**src/rtl/fc_result_writer.sv**
```systemverilog
// Purpose : FC-layer result write-back; quantises PO accumulator lanes per beat and
//           writes one packed word per beat to the output-neuron RAM at an auto-incrementing address.
// Latency : a beat accepted at cycle N is written (fc_outneuron_wren_a=1) at cycle N+2.
// Backpr. : in_ready is high only in RUN and is low while layer_start is asserted; no stall downstream.
//
// Ports:
//   clock, reset         rising-edge clock, asynchronous active-high reset
//   layer_start          one-cycle pulse that arms (or aborts and re-arms) a layer
//   in_valid/in_ready    result beat handshake; result lane i at [i*ACCUM+:ACCUM]
//   fc_outneuron_wren_a  RAM write enable, with address and dataout (lane i at [i*DATA+:DATA])
//   layer_done           pulses with the write at address OUTNEURON/PO-1
//   busy                 high while in RUN or DRAIN
//
// Optional feature macro: FC_RESULT_RELU_EN (negative quantised lanes are written as 0).
module fc_result_writer #(
   parameter int DATA_WIDTH_FC           = 16,
   parameter int ACCUM_DATA_WIDTH_FC     = 32,
   parameter int FRAC_SHIFT              = 12,
   parameter int PO                      = 2,
   parameter int OUTNEURON               = 64,
   parameter int FC_OUTNEURON_ADDR_WIDTH = 5
) (
   input  logic                                  clock,
   input  logic                                  reset,
   input  logic                                  layer_start,
   input  logic                                  in_valid,
   output logic                                  in_ready,
   input  logic [PO*ACCUM_DATA_WIDTH_FC-1:0]     result,
   output logic                                  fc_outneuron_wren_a,
   output logic [FC_OUTNEURON_ADDR_WIDTH-1:0]    address,
   output logic [PO*DATA_WIDTH_FC-1:0]           dataout,
   output logic                                  layer_done,
   output logic                                  busy
);

   localparam int DW     = DATA_WIDTH_FC;
   localparam int AW     = ACCUM_DATA_WIDTH_FC;
   localparam int ADW    = FC_OUTNEURON_ADDR_WIDTH;
   localparam int NBEATS = OUTNEURON / PO;
   localparam int CNT_W  = $clog2(NBEATS + 1);

   localparam logic [CNT_W-1:0] LAST_CNT  = CNT_W'(NBEATS - 1);
   localparam logic [ADW-1:0]   LAST_ADDR = ADW'(NBEATS - 1);

   // Half-LSB rounding bias; zero when no shift is applied.
   localparam logic signed [AW:0] RND =
      (FRAC_SHIFT > 0) ? ((AW+1)'(1) << ((FRAC_SHIFT > 0) ? FRAC_SHIFT - 1 : 0)) : '0;
   localparam logic signed [AW:0] SAT_MAX = $signed({{(AW-DW+2){1'b0}}, {(DW-1){1'b1}}});
   localparam logic signed [AW:0] SAT_MIN = $signed({{(AW-DW+2){1'b1}}, {(DW-1){1'b0}}});

   typedef enum logic [1:0] {
      IDLE  = 2'd0,
      RUN   = 2'd1,
      DRAIN = 2'd2
   } state_t;

   state_t               state_q, state_d;
   logic [CNT_W-1:0]     beat_cnt_q, beat_cnt_d;
   logic                 s1_vld_q;
   logic [PO*DW-1:0]     s1_dat_q;
   logic                 wren_q;
   logic                 done_q;
   logic [AW-1:0]        unused_hi;
   logic [ADW-1:0]       addr_q;
   logic [ADW-1:0]       wr_ptr_q;
   logic [PO*DW-1:0]     dout_q;
   logic [PO*DW-1:0]     q_lanes;
   logic                 accept;
   logic                 last_beat;

   // Round (add half LSB at AW+1 bits so it never overflows), arithmetic shift, saturate.
   function automatic logic [DW-1:0] quantise(input logic [AW-1:0] r);
      logic signed [AW:0] t;
      logic signed [AW:0] q;
      logic [DW-1:0]      s;
      t = $signed({r[AW-1], r}) + RND;
      q = t >>> FRAC_SHIFT;
      if (q > SAT_MAX) begin
         s = SAT_MAX[DW-1:0];
      end else if (q < SAT_MIN) begin
         s = SAT_MIN[DW-1:0];
      end else begin
         s = q[DW-1:0];
      end
`ifdef FC_RESULT_RELU_EN
      if (s[DW-1]) begin
         s = '0;
      end
`endif
      return s;
   endfunction

   for (genvar i = 0; i < PO; i++) begin : g_lane
      assign q_lanes[i*DW +: DW] = quantise(result[i*AW +: AW]);
   end

   assign unused_hi = '0;

   // A start in the same cycle as a valid beat wins: the beat is refused.
   assign in_ready  = (state_q == RUN) && !layer_start;
   assign accept    = in_ready && in_valid;
   assign last_beat = accept && (beat_cnt_q == LAST_CNT);

   always_comb begin
      state_d    = state_q;
      beat_cnt_d = beat_cnt_q;
      if (layer_start) begin
         beat_cnt_d = '0;
      end else if (accept) begin
         beat_cnt_d = beat_cnt_q + CNT_W'(1);
      end
      case (state_q)
         IDLE: begin
            if (layer_start) state_d = RUN;
         end
         RUN: begin
            if (layer_start)    state_d = RUN;
            else if (last_beat) state_d = DRAIN;
         end
         DRAIN: begin
            // done_q marks the final write issuing this cycle.
            if (layer_start) state_d = RUN;
            else if (done_q) state_d = IDLE;
         end
         default: state_d = IDLE;
      endcase
   end

   always_ff @(posedge clock or posedge reset) begin
      if (reset) begin
         state_q    <= IDLE;
         beat_cnt_q <= '0;
         s1_vld_q   <= 1'b0;
         s1_dat_q   <= '0;
         wren_q     <= 1'b0;
         done_q     <= 1'b0;
         addr_q     <= '0;
         wr_ptr_q   <= '0;
         dout_q     <= '0;
      end else begin
         state_q    <= state_d;
         beat_cnt_q <= beat_cnt_d;
         if (layer_start) begin
            // Abort: discard in-flight beats, keep dataout as last written.
            s1_vld_q <= 1'b0;
            wren_q   <= 1'b0;
            done_q   <= 1'b0;
            addr_q   <= '0;
            wr_ptr_q <= '0;
         end else begin
            s1_vld_q <= accept;
            if (accept) begin
               s1_dat_q <= q_lanes;
            end
            wren_q <= s1_vld_q;
            done_q <= s1_vld_q && (wr_ptr_q == LAST_ADDR);
            if (s1_vld_q) begin
               dout_q   <= s1_dat_q;
               addr_q   <= wr_ptr_q;
               wr_ptr_q <= (wr_ptr_q == LAST_ADDR) ? '0 : wr_ptr_q + ADW'(1);
            end
         end
      end
   end

   assign fc_outneuron_wren_a = wren_q;
   assign address             = addr_q;
   assign dataout             = dout_q;
   assign layer_done          = done_q;
   assign busy                = (state_q != IDLE);

endmodule

```
**config.mk**
```make
export PLATFORM = sky130hd
export DESIGN_NAME = fc_result_writer
export DESIGN_NICKNAME = d
export VERILOG_FILES = /design/src/rtl/fc_result_writer.sv
export SDC_FILE = /design/constraint.sdc
export NUM_CORES = 1
export LEC_CHECK = 0
export CELL_PAD_IN_SITES_DETAIL_PLACEMENT = 1
export CELL_PAD_IN_SITES_GLOBAL_PLACEMENT = 2
export CORE_MARGIN = 1
export CORE_UTILIZATION = 25
export CTS_CLUSTER_SIZE = 40
export DETAILED_ROUTE_END_ITERATION = 8
export PLACE_DENSITY_LB_ADDON = 0.1
export SYNTH_ARGS = -nofsm -noshare
export SYNTH_HDL_FRONTEND = slang
export SYNTH_SLANG_ARGS = --single-unit
```
**constraint.sdc**
```tcl
create_clock -name clock -period 3.4 [get_ports clock]
set_input_delay 0.85 -clock clock [delete_from_list [all_inputs] [get_ports clock]]
set_output_delay 0.85 -clock clock [all_outputs]
set_load 0.005 [all_outputs]
```
==> out/results.ini <==
[grt]
grt_max_degree=61
grt.total_usage=0.138
grt_pass1_wl_um=19400
antenna_found_initial=0
grt_pass1_vias=3797
grt_remaining_overflow=0

[finish]
final_core_util=0.345
fillers=1929
layout_commonest_cell=nand2_1
final_cell_mix=nand2_1 (155), clkdlybuf4s50_1 (86), dfrtp_1 (85)
area.growth.synth_to_final_pct=34.0
n_antenna_cell=0
fin_cells=786
seq_area_um2=2130
drive_gt1_frac=0.0813
nets=634
multi_input_area_um2=2060

[status]
status=complete, no violations

[worst_setup_path]
r2r_start=state_q[0]$_DFFE_PP0P_
crit_buf_inv=2
cp_top_family=buffers and inverters
start_kind=input port
required_ns=2.55
crit_path_max_incr_delay_ns=0.56
cp.depth=3
critPathKind=in2out
cp_cell_sequence=clkdlybuf4s50_1, nor3b_1, clkdlybuf4s50_1
cp_max_fo=2
reg2reg_slack_ns=1.59
cp-end-kind=output pin
worstPathArrival_ns=2.14
reg2regPathDepth=7
cpMostUsedCell=clkdlybuf4s50_1
slowest_stage=clkdlybuf4s50_1
rr_endpoint=s1_dat_q[14]$_DFFE_PP0P_

[clocking]
clk_latency_ns=0.34
hold_buffers=0
cts_root_buf=clkbuf_16
clock_sinks=85
cts_tree=done
ctsResizeCount=0
path_clk_slew_ns=0.06
h-tree-depth=3
numCtsBuffers=9
cts_buffer_depth=2
post_cts_buffers=0

[timing]
setup-tns-final_ns=0
drv_slew=0
rsz0062_at_grt=no
hold_viol=0
setup_viol=0
period_share=0.879
finalCriticalPeriod_ns=2.99
worst_slew_pin_slew_ns=0.554
slew_headroom=0.630
finalClockSkew_ns=0.00666
fmax_ghz=0.335

[min_path]
worst_hold_path_type=reg2reg
holdPathEnd=s1_dat_q[15]$_DFFE_PP0P_
worstHoldStart=s1_dat_q[15]$_DFFE_PP0P_
hold_depth=2

[synth]
syn_inst=471
synth-main-ff-cell=dfrtp_1
synth_warnings=0
syn_area_per_cell_um2=9.13
async_flop_share=1.00
ys_top_cells_by_area=dfrtp_1 (49%), nand2_1 (14%), xnor2_1 (4.1%), nor2_1 (3.8%), xor2_1 (3.3%)
yosysTopAreaCell=dfrtp_1
synth-edff-count=0
seq_area_frac_synth=0.495
yosysUniqueCellTypes=44
syn_nets=544
synth_area_um2=4300
ys_ff_latch=85
yosys.area.top_type_share=0.495

[floorplanning]
dieArea_um2=17700
pin_count=109
row_count=47
core_um2=16700
fp.dieH_um=133
die_w_um=133
start_util=0.257

[placement]
dp.cells=770
dp_hpwl_um=8250
portBuffers=86
place.gp.congestion=0.758

[flow_run]
drv_cap=0

[power_and_ir_drop]
power_density_nw_per_um2=473
peakVddDrop_mv=0.233
power_leakage_nw=2.47

[routing]
vias_per_cell=4.52
vias=3556
drt_iter0_markers=117
wl_per_cell_um=14.3
drtPass1Iterations=4
wl_um=11200
drc=0
antenna_left=0

-- metal layers --
layer	track usage	part of all wire
met1	0.179	0.48
met2	0.225	0.47
met3	0.0232	0.030
met4	0.0657	0.024
met5	0	0
-- cells by family after synthesis --
logic type	share of synthesized area
and+or+nand+nor	0.269
buffers and inverters	0.0253
muxes	0.0209
adders and majority gates	0.0145
DFF	0.495
xor gates and xnor gates	0.0733
AOI/OAI and AO/OA	0.102
-- stage by stage --
stage	power [mW]	hold WS (ns)	cell area [µm²]	worst slack, ns
after floorplan	1.49	0.439	4300	0.357
after global placement	1.81	0.452	5480	0.108
after detailed placement	1.82	0.456	5480	0.0401
after CTS	2.78	0.471	5760	0.378
after global routing	2.89	0.487	5760	0.248
final	2.72	0.465	5760	0.412
-- worst reg2reg max path: stages (launching register included) --
cell     delay, ns
dfrtp_1       0.42
nor3b_1       0.31
nand2_1       0.16
buf_4         0.21
a31oi_1       0.15
o21a_1        0.14
buf_4         0.20
a21oi_1       0.09
-- area by class of cell --
type / count / area share
clock inverters: 3 / 0.00347
flip-flops and latches: 85 / 0.369
inverters: 5 / 0.00347
multi-input cells: 361 / 0.358
clock buffers: 13 / 0.0452
repair buffers: 99 / 0.173
well taps: 220 / 0.0478
-- report_power, final --
group / internal, mW / switching [mW] / leakage (nW)
registers: 1.16 / 0.0863 / 1.05
clock network: 0.535 / 0.401 / 0.132
logic: 0.305 / 0.239 / 1.29
-- how the worst max path moves through the flow --
| stage | endpoint | slack, ns | startpoint |
|---|---|---|---|
| 6_report | in_ready | 0.41 | layer_start |
| 5_1_grt | s1_dat_q[26]$_DFFE_PP0P_ | 0.25 | result[43] |
| 4_1_cts | in_ready | 0.38 | layer_start |
| 3_5_place_dp | s1_dat_q[28]$_DFFE_PP0P_ | 0.04 | result[43] |
| 3_3_place_gp | s1_dat_q[26]$_DFFE_PP0P_ | 0.11 | result[44] |
| 2_1_floorplan | address[0]$_DFFE_PP0P_ | 0.36 | reset |
-- cells in the mapped netlist, types with 2 or more instances --
cell type and n:
xor2_1 16, o311ai_2 8, a31oi_1 3, o211ai_2 2, clkbuf_1 15, nand4_1 9
or3_1 2, nand3_1 16, inv_1 4, xnor2_1 20, dfrtp_1 85, nor3_1 4
nor3b_1 4, and4_1 3, o21ai_0 7, and3_1 5, or2_2 2, nand2_1 155
nand2b_1 2, o311ai_4 2, and2_1 5, ha_1 5, o311ai_0 5, a21oi_1 19
mux2i_1 9, nor2_1 44, buf_2 3
-- state kept, by name, indices dropped and copies added (netlist names) --
| signal | flops |
|---|---|
| dataout | 32 |
| layer_done | 1 |
| address | 5 |
| state_q | 2 |
| s1_vld_q | 1 |
| beat_cnt_q | 6 |
| s1_dat_q | 32 |
| fc_outneuron_wren_a | 1 |
| wr_ptr_q | 5 |
(Power assumes the default switching activity.)
==> patch 1, RTL diff (same settings) <==
Re-encode `state_t` (3 states) as one-hot, 3 bits wide.
--- a/src/rtl/fc_result_writer.sv
+++ b/src/rtl/fc_result_writer.sv
@@ -48,10 +48,10 @@
    localparam logic signed [AW:0] SAT_MAX = $signed({{(AW-DW+2){1'b0}}, {(DW-1){1'b1}}});
    localparam logic signed [AW:0] SAT_MIN = $signed({{(AW-DW+2){1'b1}}, {(DW-1){1'b0}}});
 
-   typedef enum logic [1:0] {
-      IDLE  = 2'd0,
-      RUN   = 2'd1,
-      DRAIN = 2'd2
+   typedef enum logic [2:0] {
+      IDLE  = 3'b001,
+      RUN   = 3'b010,
+      DRAIN = 3'b100
    } state_t;
 
    state_t               state_q, state_d;
Formal check against the unedited RTL: no difference found for any inputs over 10 cycles, from zero or initial values and one cycle with reset high; not proved beyond that.
==> patch 1 against the unedited design <==
Design area rose by 6.7%. Routed wire length is 19% higher. Count of clock-buffer cells in the layout decreased by 2. Largest power group unchanged. Critical path depth did not move. Cell count increased by 7.1%. Critical endpoint unchanged. Sequential cell count is 1 higher. Worst setup slack got worse by 0.090 ns. Sequential power is 16% higher. Area after synthesis is 6.9% higher. Total power rose by 23%. Register-to-register slack got worse by 0.34 ns. Largest cell class is now multi-input gates.
==> patch 1: results <==
set metrics [dict create \
    status "completed" \
    critPathMaxStageDelay_ns 0.58 \
    yosys-top-cells-area "dfrtp_1, nand2_1, xnor2_1" \
    dpl_cell_area_um2 5820 \
    wl_met3_um 449 \
    critical_path_arrival_ns 2.23 \
    nonClkBufAreaFrac 0.171 \
    multi_input_cells 394 \
    num-clock-buffers 11 \
    syn_nets 584 \
    seqPwrFrac 0.431 \
    seq_share 0.350 \
    p_comb_mw 0.820 \
    nonClockInverterCount 9 \
    r2r_slack_ns 1.25 \
    grt_first_pass_wirelength_um 22200 \
    ir_drop_mv 0.259 \
    buffers_excl_clock 108 \
    skew_ns 0.00694 \
    die_x_um 138 \
    synth-async-reset-ratio 1.00 \
    gr-usage-met2 0.235 \
    min_period_over_period 0.905 \
    holdCritStartpoint "s1_dat_q[19]$_DFFE_PP0P_" \
    wl_met1_um 6870 \
    seq_cell_count 86 \
    r2r_start "state_q[2]$_DFFE_PP0P_" \
    wl_met2_um 5800 \
    wl_per_cell_um 15.8 \
    clk_share 0.0529 \
    ys_seq_area_frac 0.468 \
    dp_slack_ns 0.0321 \
    multi_input_area_um2 2300 \
    synthTopCellsByCount "nand2_1, dfrtp_1, nor2_1, nand3_1" \
    power_leakage_nw 2.66 \
    reg2reg_depth 8 \
    grt_util_all_layers 0.154 \
    first_global_vias 4228 \
    ys_types 63 \
    drt_iter0_drc 137 \
    grt_use_met1 0.216 \
    hpwl_um 9610 \
    grt_util_met3 0.0228 \
    p_switching_mw 0.954 \
    whs_ns 0.461 \
]
[patch 1: changes by cell type in the layout (fill, tap and decap cells not counted), moves of 5 or more]
cell	before	now
buf_4	10	20
o31ai_1	0	10
o311ai_0	5	0
nand3_1	16	29
o221ai_1	0	15
o311ai_2	8	0
nor2_1	44	30
[patch 1: stage by stage]
| step | util | instances |
|---|---|---|
| finish | 0.342 | 842 |
| global route | 0.342 | 842 |
| CTS | 0.342 | 842 |
| detailed placement | 0.324 | 826 |
| global placement | 0.324 | 826 |
| floorplan | - | 511 |
[patch 1: tightest hold or removal path, delay by kind of cell (launching register included)]
kind	cells	cell delay, ns
AND/OR/NAND/NOR	2	0.09
flip-flops	1	0.34
[patch 1: logic make-up after synthesis]
logic type / share of synthesized area
multiplexers: 0.0196
buffers and inverters: 0.0316
adder cells (fa/ha/maj): 0.0136
XOR/XNOR: 0.0648
flip-flops: 0.468
AND/OR/NAND/NOR: 0.281
AO/OA/AOI/OAI: 0.121
==> patch 2, RTL diff (config.mk and constraints unchanged) <==
Without the edit above. `FC_OUTNEURON_ADDR_WIDTH`: 5 -> 6.
--- a/src/rtl/fc_result_writer.sv
+++ b/src/rtl/fc_result_writer.sv
@@ -18,7 +18,7 @@
    parameter int FRAC_SHIFT              = 12,
    parameter int PO                      = 2,
    parameter int OUTNEURON               = 64,
-   parameter int FC_OUTNEURON_ADDR_WIDTH = 5
+   parameter int FC_OUTNEURON_ADDR_WIDTH = 6
 ) (
    input  logic                                  clock,
    input  logic                                  reset,
Interface: changed (resized address); port bits go from 109 to 110. No check against the original RTL was run, so the function may have changed too.
==> patch 2 against the unedited design <==
Die area up 3.1%. Maximum frequency up 2.1%. Design area up 3.2%. Cell count down 7.5%. Routed wire length up 1.6%. Global-route usage down 0.21 points. Total power up 3.4%. Area after synthesis up 3.1%. Sequential cell count up 2. Utilization down 0.12 points. Sequential share of layout area down 0.30 points. Worst setup slack better by 0.062 ns. Clock power down 2%. Critical path type unchanged. Largest cell class unchanged. Highest routed layer unchanged.
==> patch 2: results <==
set metrics [dict create \
    status "completed" \
    synth-compound-area-share 0.123 \
    n_antenna_cell 0 \
    cts.htree.levels 3 \
    top_layer_used "met4" \
    critical_path_arrival_ns 2.08 \
    wl_met2_um 5390 \
    path_clk_slew_ns 0.06 \
    post_cts_resized 0 \
    yosys-top-cells-area "dfrtp_1, mux2_2, xor2_1" \
    wl_met3_um 369 \
    synth_mux_area_frac 0.0993 \
    synthTopCellsByCount "dfrtp_1, nor2_1, mux2_2, nand2_1, xor2_1" \
    final_cells 727 \
    r2r_slack_ns 1.31 \
    syn_area_per_cell_um2 11.2 \
    io_buffers 87 \
    syn_nets 469 \
    path_max_fanout 3 \
    first_global_vias 3497 \
    drive_above_1_share 0.199 \
    skew_ns 0.00804 \
    synth-xor-area-share 0.0872 \
    layout.nets 569 \
    dpl_cell_area_um2 5670 \
    final.fill_count 1913 \
    wl_met1_um 5450 \
    grt_max_degree 37 \
    grt_antenna_before_repair 0 \
    ys_types 52 \
    max_slew_margin 0.551 \
    ir_drop_mv 0.256 \
    gp_congestion 0.742 \
    synthAdderAreaFrac 0.0113 \
    cts_buffers 9 \
    hold_path.class "reg -> reg" \
    critPathMaxStageDelay_ns 0.53 \
    viasPerCell 4.63 \
    wirelength_um 11400 \
    drt_iter0_drc 114 \
    synth-async-reset-ratio 1.00 \
    grt_util_all_layers 0.136 \
    hpwl_um 8440 \
    power_leakage_nw 2.33 \
    whs_ns 0.476 \
    grt_first_pass_wirelength_um 18900 \
    crit_path_top_delay_cell "clkdlybuf4s50_1" \
    ys_seq_area_frac 0.491 \
    placed_cells 711 \
]
[patch 2: changes by cell type in the layout (fill, tap and decap cells not counted), sizes merged, moves of 6 or more]
cell | before | now
a21oi | 19 | 9
nand2 | 155 | 32
nor2 | 44 | 38
o21ai | 7 | 19
o22ai | 0 | 8
a211oi | 1 | 8
o311ai | 15 | 0
o211ai | 2 | 16
mux2 | 0 | 32
[patch 2: worst paths after layout]
path	cells past startpoint	start	to
setup / recovery	3	layer_start	in_ready
hold / removal	2	s1_dat_q[15]$_DFFE_PP0P_	s1_dat_q[15]$_DFFE_PP0P_
setup reg to reg	7	state_q[1]$_DFFE_PP0P_	s1_dat_q[0]$_DFFE_PP0P_
hold reg to reg	2	s1_dat_q[15]$_DFFE_PP0P_	s1_dat_q[15]$_DFFE_PP0P_
max in group asynchronous	3	reset	s1_dat_q[3]$_DFFE_PP0P_
min in group asynchronous	2	reset	beat_cnt_q[4]$_DFFE_PP0P_
[patch 2: metal layers]
metal | track usage | vias up
met4 | 0.0506 | 0
met1 | 0.182 | 1670
met5 | 0 | -
met2 | 0.211 | 52
li1 | - | 1631
met3 | 0.0337 | 12
[patch 2: power breakdown]
group / internal, mW / total [mW] / switching [mW]
combinational: 0.375 / 0.601 / 0.226
sequential: 1.19 / 1.30 / 0.100
clock: 0.497 / 0.919 / 0.422
total: 2.07 / 2.82 / 0.748
[patch 2: layout make-up]
cell class	instances	area, µm²	share of cell area
inverters	7	27.5	0.00463
repair buffers	103	1030	0.173
multi-input cells	289	2160	0.363
clock inverters	6	45.0	0.00757
well taps	225	282	0.0473
clock buffers	10	229	0.0385
flip-flops and latches	87	2180	0.366
[patch 2: per-stage QoR]
step                setup WS [ns]  utilization
global route                0.405        0.344
finish                      0.474        0.344
detailed placement          0.283        0.328
CTS                         0.469        0.344
floorplan                   0.300            -
global placement            0.332        0.328
[patch 2: kinds of logic (layout without fill, tap and decap cells)]
group	after synthesis	after routing
muxes	40	40
DFF	87	87
xor gates and xnor gates	42	42
AOI/OAI and AO/OA	67	67
buffers and inverters	21	126
and+or+nand+nor	136	136
adders and majority gates	4	4
[patch 2: critical path, delay by kind of cell]
| family | cells | cell delay, ns |
|---|---|---|
| buf+inv | 2 | 0.99 |
| simple gates | 1 | 0.23 |
